<file path="config.mk">
export PLATFORM = sky130hd
export DESIGN_NAME = alu_sequencer
export DESIGN_NICKNAME = d
export VERILOG_FILES = /design/src/rtl/alu_sequencer.sv
export SDC_FILE = /design/constraint.sdc
export NUM_CORES = 1
export LEC_CHECK = 0
export BUFFER_PORTS_ARGS = -buffer_cell sky130_fd_sc_hd__buf_2
export CAP_MARGIN = 0
export CORE_ASPECT_RATIO = 0.5
export CORE_MARGIN = 5
export CORE_UTILIZATION = 36
export CTS_CLUSTER_DIAMETER = 200
export DETAILED_ROUTE_END_ITERATION = 12
export PLACE_DENSITY = 0.67
export SLEW_MARGIN = 20
export SYNTH_ARGS = -nofsm -noshare
export SYNTH_HDL_FRONTEND = slang
export SYNTH_SLANG_ARGS = --single-unit
</file>
<file path="constraint.sdc">
create_clock -name clk -period 2.1 [get_ports clk]
set_input_delay 0.42 -clock clk [delete_from_list [all_inputs] [get_ports clk]]
set_output_delay 0.42 -clock clk [all_outputs]
set_load 0.01 [all_outputs]
</file>
<file path="src/rtl/alu_sequencer.sv">
// Accumulator command sequencer for an external ALU: presents operands for SETTLE
// cycles, captures Y/Cout/Overflow into the accumulator and returns the result.
module alu_sequencer #(
  parameter int N      = 16,
  parameter int M      = 4,
  parameter int SETTLE = 1
) (
  input  logic         clk,
  input  logic         rst,
  input  logic         cmd_valid,
  output logic         cmd_ready,
  input  logic         cmd_load,
  input  logic [M-1:0] cmd_op,
  input  logic         cmd_cin,
  input  logic [N-1:0] cmd_data,
  output logic [N-1:0] alu_a,
  output logic [N-1:0] alu_b,
  output logic         alu_cin,
  output logic [M-1:0] alu_mode,
  input  logic [N-1:0] alu_y,
  input  logic         alu_cout,
  input  logic         alu_overflow,
  output logic         res_valid,
  input  logic         res_ready,
  output logic [N-1:0] res_data,
  output logic         res_cout,
  output logic         res_ovf,
  output logic         ovf_sticky,
  output logic         busy
);

  localparam int            CW       = (SETTLE > 1) ? $clog2(SETTLE) : 1;
  localparam logic [CW-1:0] CNT_LAST = CW'(SETTLE - 1);

  typedef enum logic [1:0] {IDLE, EXEC, RESP} state_t;

  state_t        state, state_nx;
  logic [N-1:0]  acc;
  logic [CW-1:0] cnt;
  logic          cmd_fire;
  logic          capture;
  logic          arith;

  assign alu_a    = acc;
  assign cmd_fire = (state == IDLE) && cmd_valid;
  assign capture  = (state == EXEC) && (cnt == CNT_LAST);
  // Cout/Overflow are only meaningful in the add/subtract modes.
  assign arith    = (alu_mode == M'(4)) || (alu_mode == M'(5));

  // NOTE: sequential state uses non-blocking (<=) so every register samples
  // pre-edge values regardless of statement order.
  always_ff @(posedge clk) begin
    if (rst) state <= IDLE;
    else     state <= state_nx;
  end

  // NOTE: every output of this block gets a default first, so no path
  // through the case can leave one unassigned and infer a latch.
  always_comb begin
    state_nx  = state;
    cmd_ready = 1'b0;
    res_valid = 1'b0;
    busy      = 1'b1;
    case (state)
      IDLE: begin
        cmd_ready = 1'b1;
        busy      = 1'b0;
        if (cmd_valid) state_nx = cmd_load ? RESP : EXEC;
      end
      EXEC: begin
        if (cnt == CNT_LAST) state_nx = RESP;
      end
      RESP: begin
        res_valid = 1'b1;
        if (res_ready) state_nx = IDLE;
      end
      default: state_nx = IDLE;
    endcase
  end

  always_ff @(posedge clk) begin
    if (rst) begin
      acc        <= '0;
      alu_b      <= '0;
      alu_mode   <= '0;
      alu_cin    <= 1'b0;
      cnt        <= '0;
      res_data   <= '0;
      res_cout   <= 1'b0;
      res_ovf    <= 1'b0;
      ovf_sticky <= 1'b0;
    end else begin
      if (cmd_fire) begin
        if (cmd_load) begin
          acc        <= cmd_data;
          res_data   <= cmd_data;
          res_cout   <= 1'b0;
          res_ovf    <= 1'b0;
          ovf_sticky <= 1'b0;
        end else begin
          alu_b    <= cmd_data;
          alu_mode <= cmd_op;
          alu_cin  <= cmd_cin;
          cnt      <= '0;
        end
      end
      if (state == EXEC) cnt <= cnt + CW'(1);
      if (capture) begin
        acc        <= alu_y;
        res_data   <= alu_y;
        res_cout   <= arith & alu_cout;
        res_ovf    <= arith & alu_overflow;
        ovf_sticky <= ovf_sticky | (arith & alu_overflow);
      end
    end
  end

endmodule

</file>
Word-level counts from Yosys, hierarchy flattened. Index checks and enable logic that the tools add are counted.

Bitwise gates (word level): 5. Eq/ne operators: 8. Add/subtract/negate cells: 1. Reductions and logical operators: 11. Mux-type cells: 19.

Operator list (count): two-way mux 16 bit (3); two-way mux 1 bit (11); == test 4 x 3 -> 1 bit (second input constant) (2); two-way mux 2 bit (4); inequality test 2 bit (second input constant) (3); case mux 2 bit (3 select lines) (1); AND reduction 2 bit (3); nonzero test 2 bit (3); AND reduction 3 bit (1); AND 1 bit (2); == test 2 x 1 -> 1 bit (second input constant) (1); == test 2 bit (second input constant) (1); logical AND 1 bit (2); logical NOT 2 bit (1); inequality test 2 x 1 -> 1 bit (second input constant) (1); inverter 1 bit (2); adder 1 bit (second input constant) (1); logical OR 1 bit (1); OR 1 bit (1).

Register bits after elaboration: 43. Output and inout port bits: 59. Logic and storage cells: 53.

Depth between registers and ports, before layout. Gate-level depths: netlist of run 1.

Word-level depth: 5. Mapped depth: 6. Mapped depth without buffers: 3.

Worst setup path before layout of run 1. OpenSTA, ideal clock, no wires.

Path kind: register to register. From: register state[1]. To: register alu_b[3]. Slack: 0.629 ns. Buffers on the path: 3. Arrival: 1.337 ns. Cell stages (with the launch flop): 7. Period minus slack after synthesis: 1.471 ns. Library setup time: 0.134 ns. Cells stage by stage: dfxtp_1 -> buf_6 -> or4b_1 -> buf_4 -> buf_6 -> nand2_1 -> a21oi_1.

Word-level cells in the longest chain between the ends: 3.

Ends and longest elaborated chain: from (decl) (line 37) `state_t state, state_nx;`; from (signal assigned) (line 54) `else state <= state_nx;`; logical NOT 2 bit (line 45) `assign cmd_fire = (state == IDLE) && cmd_valid;`; logical AND 1 bit (line 45); AND reduction 2 bit (no line); to (signal assigned) (line 101) `alu_b <= cmd_data;`; to (decl) (line 17) `output logic [N-1:0] alu_b,`.

Every way passes these cells. A chain may end at the register's enable or synchronous reset.

Worst setup path in the final report of run 1.
From: register state[0]. To: register acc[2], in the netlist alu_a[2].

Word-level cells in the longest chain between the ends: 4. Elaborated cells on any way between the ends: 8. Those cells by class: eq/ne: 1; mux: 1; reduce/logical: 6.

Ends and longest elaborated chain: == test 2 x 1 -> 1 bit or logical NOT 2 bit (tied branches) (line 46, 45); logical AND 1 bit, on equally long branches (line 46, 45); nonzero test 2 bit (no line); AND reduction 2 bit (no line); to (signal assigned) (line 95) `acc <= cmd_data;`; to (signal assigned) (line 109) `acc <= alu_y;`; to (decl) (line 38) `logic [N-1:0] acc;`.

Several ways; a longest one is shown, not always the timed one.

==> run summary, run 1 <==
The flow ran to the end, and the final reports show no timing, DRC or antenna violations. The area of the placeable core came out at 0.004910 mm^2. In the post-synthesis netlist, the cell with the most instances is sky130_fd_sc_hd__dfxtp_1.

The antenna diode count is 0. In the synthesized netlist the dominant register cell turns out to be sky130_fd_sc_hd__dfxtp_1. The ratio of cells with drive above 1 in the final layout came out at 43.53%. The part of the Yosys area used for sequential elements came out at 47.19%. Counting the buffers created by CTS gives 5. The kind of start point of the critical path is a register.

For this configuration, the core starts out at a cell density of 37.16%. The final layout net count came out at 321. The met1 layer usage reported by global route came out at 15.68%.

The count of final max-slew check failures came out at 0. The net count of the mapped netlist came out at 237. The finished layout cell area came out at 0.002346 mm^2. The post-route worst hold slack came out at 0.3365 ns.

Once the clock tree was built, the resizer swapped 0 gates to a different size. The final routed DRC violation total is 0. The data arrival at the endpoint of the critical path is 1.98 ns. In the global route stage, met2 resource usage came out at 26.64%. The critical path contains buffers and inverters numbering 0 combined. The number of vias per cell came out at 4.661. The total routed wirelength came out at 4838 um.

The first global-routing pass estimated 7714 um of wire. The mean instance size in the synthesized netlist is 9.452 um^2. The number of setup buffers added after CTS is 0.

The total power density per cell area is 746.7 mW/mm^2. Traced cell by cell, the critical path runs through and4bb_4 -> nor2b_2 -> a221o_1. The clock transition time at the flip-flop clock pins of the worst setup and hold paths is 0.08 ns. The number of I/O port buffers is 102. The largest net degree at the start of global routing is 20. The switching portion of total power is 26.15%.

Clock skew on the completed layout was measured at 0.003898 ns. The leakage power of the design came out at 1.143 nW. After the first detailed-routing iteration, the DRC count stood at 68. Setup repair after global routing left no endpoint under its margin. The area taken by flip-flops and latches is 860.8 um^2. Sorting the synthesized cells by area gives the leading types as sky130_fd_sc_hd__dfxtp_1 (47%), sky130_fd_sc_hd__a221o_1 (8.8%), sky130_fd_sc_hd__nand2_1 (8.6%). The post-cts hold buffer count came out at 0. The setup path with the least slack is of type register to register.

Along the worst path, the maximum fanout reaches 16. The max-cap check violation count came out at 0. The initial antenna violation count is 0. The worst voltage drop across the vdd grid came out at 0.2897 mV. The root cell of the clock tree is sky130_fd_sc_hd__clkbuf_8.

The distinct cell type count after synthesis came out at 28. The floorplan row count is 18. Yosys printed 0 warnings. The average detailed-routed wire length per instance is 13.90 um. The clock period minus worst slack came out at 1.746 ns. Setup violations remaining at the end of the flow were counted as 0. Combinational logic burns 16.3% of the power. CTS saw 43 sinks. The net switching power is 0.4581 mW. The via count of the first global-routing pass came out at 1610.

The synthesized design devotes to its leading area cell type 47.19% of total area. The sequential share of power came out at 51.1%. The congestion estimate from routability-driven global placement came to 0.7965.

The instance count of the mapped netlist is 193. Once detail routing completed, the nets flagged for antenna violations numbered 0. The worst hold path belongs to the class input port to register. The post-route clock period utilization is 83.16%.

The synthesized design spends more area on one cell type than any other, namely sky130_fd_sc_hd__dfxtp_1. The measured slew at the worst slew-check pin is 0.7864 ns. Derived from the worst setup path, the maximum achievable clock frequency is 572.7 MHz. The worst slew margin relative to its limit came out at 47.35%. The largest single stage delay on the critical path is 0.64 ns.

The detailed-placement wirelength estimate came out at 3637 um. The most crowded layer after global routing is met2. The synthesized design contains 43 register bits. The floorplan step defined a die boundary enclosing 0.006677 mm^2.

The proportion of power drawn by the clock network is 32.7%. TritonCTS built the clock tree. Cell internal power was estimated by the tool at 1.294 mW.

The count of pins on the block boundary came out at 103. The clock tree buffer depth came out at 2. The slowest stage of the critical path is the sky130_fd_sc_hd__nor2b_2 cell. The first-pass detailed-route iteration total is 4. STA classifies the critical path endpoint as a register. The combined area of all synthesized cells came out at 0.001824 mm^2. The placement-stage cell area came out at 0.002246 mm^2. The chip height came out at 60.34 um. The overall global routing resource usage is 14.24%. The post-route core utilization is 47.78%. By count the netlist is led by sky130_fd_sc_hd__dfxtp_1 (43), sky130_fd_sc_hd__nand2_1 (42), sky130_fd_sc_hd__a21oi_1 (23). Counting flops with an async set or reset pin after synthesis yields a share of 0%. The horizontal die dimension came out at 110.7 um.

The number of synthesized flops with an enable pin came out at 0. The gate family responsible for the most delay along the worst path is simple AND/OR/NAND/NOR gates. The area growth from synthesis to layout is 28.60%.

The final hold violation count came out at 0. The critical path data required time is 2.33 ns. The insertion delay to the later sink of the worst-skew pair came out at 0.29 ns. The number of filler cells placed in the layout came out at 516. The met3 track demand over resource in global routing is 5.378%. The number of levels in the clock H-tree came out at 2. The area of the multi-input gates came out at 749.5 um^2. The total global routing overflow came out at 0. Detailed routing inserted a total of 1622 vias.
kinds of logic (layout without fill, tap and decap cells):
logic type	Yosys count	after routing	share of synthesized area, %
buf+inv	31	116	12.35
simple gates	74	74	22.91
compound gates	45	45	17.56
flops	43	43	47.19
layout make-up:
| cell class | instances | share of cell area, % |
|---|---|---|
| clock buffer | 8 | 4.267 |
| timing repair buffer | 106 | 23.04 |
| multi-input combinational | 119 | 31.95 |
| tap | 70 | 3.733 |
| sequential | 43 | 36.69 |
| inverter | 2 | 0.3200 |
path summary, 6_finish.rpt:
| kind | cells past startpoint | slack [ns] | to | from |
|---|---|---|---|---|
| setup / recovery | 3 | 0.35 | alu_a[2]$_SDFFE_PP0P_ | state[0]$_SDFFE_PP0P_ |
| hold / removal | 2 | 0.34 | res_cout$_SDFFE_PP0P_ | alu_cout |
| setup reg to reg | 3 | 0.35 | alu_a[2]$_SDFFE_PP0P_ | state[0]$_SDFFE_PP0P_ |
| hold reg to reg | 2 | 0.46 | alu_b[14]$_SDFFE_PP0P_ | alu_b[14]$_SDFFE_PP0P_ |
power groups by stage:
stage	Combinational (mW)	Sequential [mW]	Clock, mW
final	0.285	0.894	0.573
after global routing	0.314	0.903	0.625
after CTS	0.290	0.895	0.581
after detailed placement	0.289	0.914	0
after global placement	0.285	0.912	0
after floorplan	0.166	0.932	0
state kept, by name, summed over array words and instances, names as in the netlist:
signal and count:
alu_cin 1, res_ovf 1, res_cout 1, alu_mode 4
alu_b 16, ovf_sticky 1, alu_a 16, state 2
cnt 1
per-stage QoR:
| step | total power [mW] | instances | worst slack [ns] | TNS [ns] |
|---|---|---|---|---|
| detailed placement | 1.203 | 340 | 0.2904 | 0 |
| global placement | 1.197 | 340 | -0.02634 | -0.4031 |
| CTS | 1.766 | 348 | 0.3884 | 0 |
| global route | 1.841 | 348 | 0.2715 | 0 |
| floorplan | 1.097 | 193 | 0.6289 | 0 |
| finish | 1.752 | 348 | 0.3537 | 0 |
layout by cell type (no fill, tap or decap), drive strengths merged:
cell type and count:
and3b 1, nor4b 2, and4bb 1, or4b 1, or2 1, or3 1
and2 17, o21ai 1, o211ai 1, dfxtp 43, a31oi 1, a21oi 24
nor2b 3, nand2 42, nor3 2, a221o 16, nor3b 2, buf 106
inv 2, clkbuf 8, a22o 2, nand3b 1
layer usage:
metal	vias up	part of all wire, %	wire (um)
met5	-	0	0
met4	0	0.70	34
met3	5	5.8	282
met2	42	50	2439
met1	759	43	2082
li1	816	-	-
Power figures use the tool's default switching activity.
==> run 2, diff against run 1 <==
==> constraint.sdc (replaced) <==
create_clock -name clk -period 1.8 [get_ports clk]
set_input_delay 0.36 -clock clk [delete_from_list [all_inputs] [get_ports clk]]
set_output_delay 0.36 -clock clk [all_outputs]
set_load 0.01 [all_outputs]
==> run 2 against run 1 <==
Non-clock buffer count up 9. Power grew 16%. Flip-flop and latch count is the same. Critical path depth is 1 higher. Global-route usage down 0.11 points. Worst setup slack worse by 0.16 ns. Design area is 2.9% higher. Final cell count is 2.6% higher. Sequential power increased by 16%. Largest cell class unchanged.
==> run summary, run 2 (synthesized netlist as in run 1, its figures left out) <==
The run finished with clean final reports. The ratio of cells with drive above 1 in the final layout is 45.30% (+1.8 points). The final layout net count came out at 330 (+2.8%). The number of buffers inserted to repair setup after CTS is 0 (unchanged). The combinational cell fraction of total power is 17.2% (+0.9 points). Setup repair after global routing left no endpoint under its margin.

The largest clock skew in the final design came out at 0.001713 ns (-0.002184 ns). The total global routing overflow came out at 0 (unchanged). The cell count after placement came out at 349 (+2.6%).

The largest net degree at the start of global routing is 19 (-5.0%). The finished layout cell area is 0.002414 mm^2 (+2.9%). The antenna diode count is 0 (unchanged).

The count of cells along the worst hold path is 2 (unchanged). The net switching power came out at 0.5181 mW (+13%). The data arrival at the endpoint of the critical path came to 1.84 ns (-0.14 ns). The post-route clock period utilization came to 89.30% (+6.1 points). For this design, the slowest cell found on the critical path is sky130_fd_sc_hd__nor3_4. The worst-case setup margin in the final layout is 0.1926 ns (-0.1611 ns).

The number of I/O port buffers came out at 102 (unchanged). The effective utilization at floorplan came out at 37.16% (unchanged). The average detailed-routed wire length per instance came out at 13.36 um (-3.9%).

The detailed-placement wirelength estimate came out at 3766 um (+3.6%). The number of buffers created by CTS came out at 5 (unchanged). In this run the critical register-to-register path is captured at alu_a[3]$_SDFFE_PP0P_. The library cells used most frequently in the layout, excluding fill and tap cells, are sky130_fd_sc_hd__buf_2 (102), sky130_fd_sc_hd__dfxtp_1 (43), sky130_fd_sc_hd__nand2_1 (42). The horizontal die dimension is 110.7 um (unchanged). The initial DRC count is 84 (+24%).

The global placer's final weighted congestion came to 0.7680 (-3.6%). The number of routed nets with antenna violations is 0 (unchanged). The switching portion of total power came out at 25.40% (-0.75 points). The via count of the first global-routing pass is 1577 (-2.0%).

The post-cts hold buffer count is 0 (unchanged). The post-cts resize count was 0 (unchanged). The worst reg-to-reg setup slack came out at 0.19 ns (-0.16 ns). The count of placed standard cells in the final layout, fillers left out is 357 (+2.6%).

The worst hold path terminates at res_cout$_SDFFE_PP0P_. The total vias in the final route was 1672 (+3.1%). The total routed wirelength is 4769 um (-1.4%). In this design, the largest share of critical-path delay is due to simple AND/OR/NAND/NOR gates.

The post-layout total power came out at 2.040 mW (+16%). The worst slew margin relative to its limit came out at 48.93% (+1.6 points). The placement-stage cell area is 0.002313 mm^2 (+3.0%). The measured slew at the worst slew-check pin came out at 0.7626 ns (-0.02374 ns). The clock period minus worst slack came to 1.607 ns (-0.1389 ns). The library cell used most frequently in the layout, excluding fill and tap cells, is sky130_fd_sc_hd__buf_2. The internal power came out at 1.522 mW (+18%).

The total negative slack for setup checks is 0 ns (unchanged). The floorplan row count was 18 (unchanged). The root cell of the clock tree is sky130_fd_sc_hd__clkbuf_8. The wire length of the first global-routing pass came to 7603 um (-1.4%).

The number of cells on the worst reg-to-reg path is 4 (+1). The clock tree buffer depth came out at 2 (unchanged). The worst voltage drop across the vdd grid came out at 0.2939 mV (+1.5%).

The clock transition time at the flip-flop clock pins of the worst setup and hold paths was 0.08 ns (about the same). STA classifies the critical path endpoint as a register. The post-route worst hold slack was 0.2880 ns (-0.04848 ns).

The number of sinks driven by the clock tree is 43 (unchanged). STA classifies the critical path startpoint as a register. The full die area came out at 0.006677 mm^2 (unchanged). The count of final max-slew check failures came out at 0 (unchanged). The proportion of power drawn by the clock network was 31.9% (-0.8 points). The number of buffer and inverter instances along the worst setup path is 1 (+1). The leakage power of the design came to 1.188 nW (+4.0%). TritonCTS built the clock tree.

The count of pins on the block boundary is 103 (unchanged). The first-pass detailed-route iteration total is 4 (unchanged). The classification of the worst setup path is register to register.

The final hold violation count is 0 (unchanged). The sequential share of power came out at 51.0% (about the same). The insertion delay to the later sink of the worst-skew pair came to 0.28 ns (about the same). The top achievable clock speed came to 622.1 MHz (+8.6%).

The initial antenna violation count came out at 0 (unchanged). The count of endpoints failing setup in the final report came out at 0 (unchanged). The post-route core utilization is 49.16% (+1.4 points). The overall global routing resource usage is 14.13% (-0.11 points).

The area of the placeable core came out at 0.004910 mm^2 (unchanged). The critical path data required time is 2.03 ns (-0.30 ns). In this run the most critical hold path is launched from alu_cout.

The worst setup timing slack at the placement stage is 0.04916 ns (-0.2413 ns). The area growth from synthesis to final layout came out at 32.30%. The signal on the critical path passes through buf_4 -> nor3b_2 -> nor3_4 -> a221o_1. In this run the critical register-to-register path is launched from state[0]$_SDFFE_PP0P_. The peak fanout along the critical path is 18 (+2). The chip height was 60.34 um (unchanged). The number of levels in the clock H-tree is 2 (unchanged).

The number of vias per cell came out at 4.683 (+0.48%). The largest stage delay on the critical path came out at 0.62 ns (-0.02 ns). The total power density per cell area came to 845.2 mW/mm^2 (+13%). The max-cap check violation count came out at 0 (unchanged).

The kind of path behind the tightest hold check is input port to register. The final routed DRC violation total is 0 (unchanged).
## run 2: cell count changes in the layout (fill, tap and decap cells not counted), sizes merged
cell	previous run	this run
buf	106	115
## run 2: layout make-up
class | count | area, um^2
Clock buffer | 8 | 100.1
Inverter | 2 | 7.507
Timing Repair Buffer | 115 | 608.1
Sequential cell | 43 | 860.8
Tap cell | 70 | 87.58
Multi-Input combinational cell | 119 | 749.5
Fill cell | 496 | 2496
## run 2: how the worst max path moves through the flow
stage,start,depth (start not counted),endpoint
finish,state[0]$_SDFFE_PP0P_,4,alu_a[3]$_SDFFE_PP0P_
global route,state[0]$_SDFFE_PP0P_,4,alu_a[3]$_SDFFE_PP0P_
CTS,state[0]$_SDFFE_PP0P_,4,alu_a[3]$_SDFFE_PP0P_
detailed placement,cmd_valid,5,alu_a[3]$_SDFFE_PP0P_
global placement,cmd_valid,4,alu_a[4]$_SDFFE_PP0P_
floorplan,state[1]$_SDFFE_PP0P_,6,alu_b[3]$_SDFFE_PP0P_
## run 2: power groups by stage
stage / sequential, mW / clock [mW] / combinational (mW)
5_1_grt: 1.05 / 0.721 / 0.386
2_1_floorplan: 1.09 / 0 / 0.193
6_report: 1.04 / 0.650 / 0.350
3_3_place_gp: 1.06 / 0 / 0.350
4_1_cts: 1.04 / 0.677 / 0.356
3_5_place_dp: 1.06 / 0 / 0.356
## run 2: routing by layer
layer | vias up | track usage (%) | part of all wire (%)
met5 | - | 0 | 0
met3 | 2 | 4.382 | 4.9
met2 | 43 | 24.57 | 50
met1 | 791 | 17.63 | 44
met4 | 0 | 3.684 | 0.29
li1 | 836 | - | -
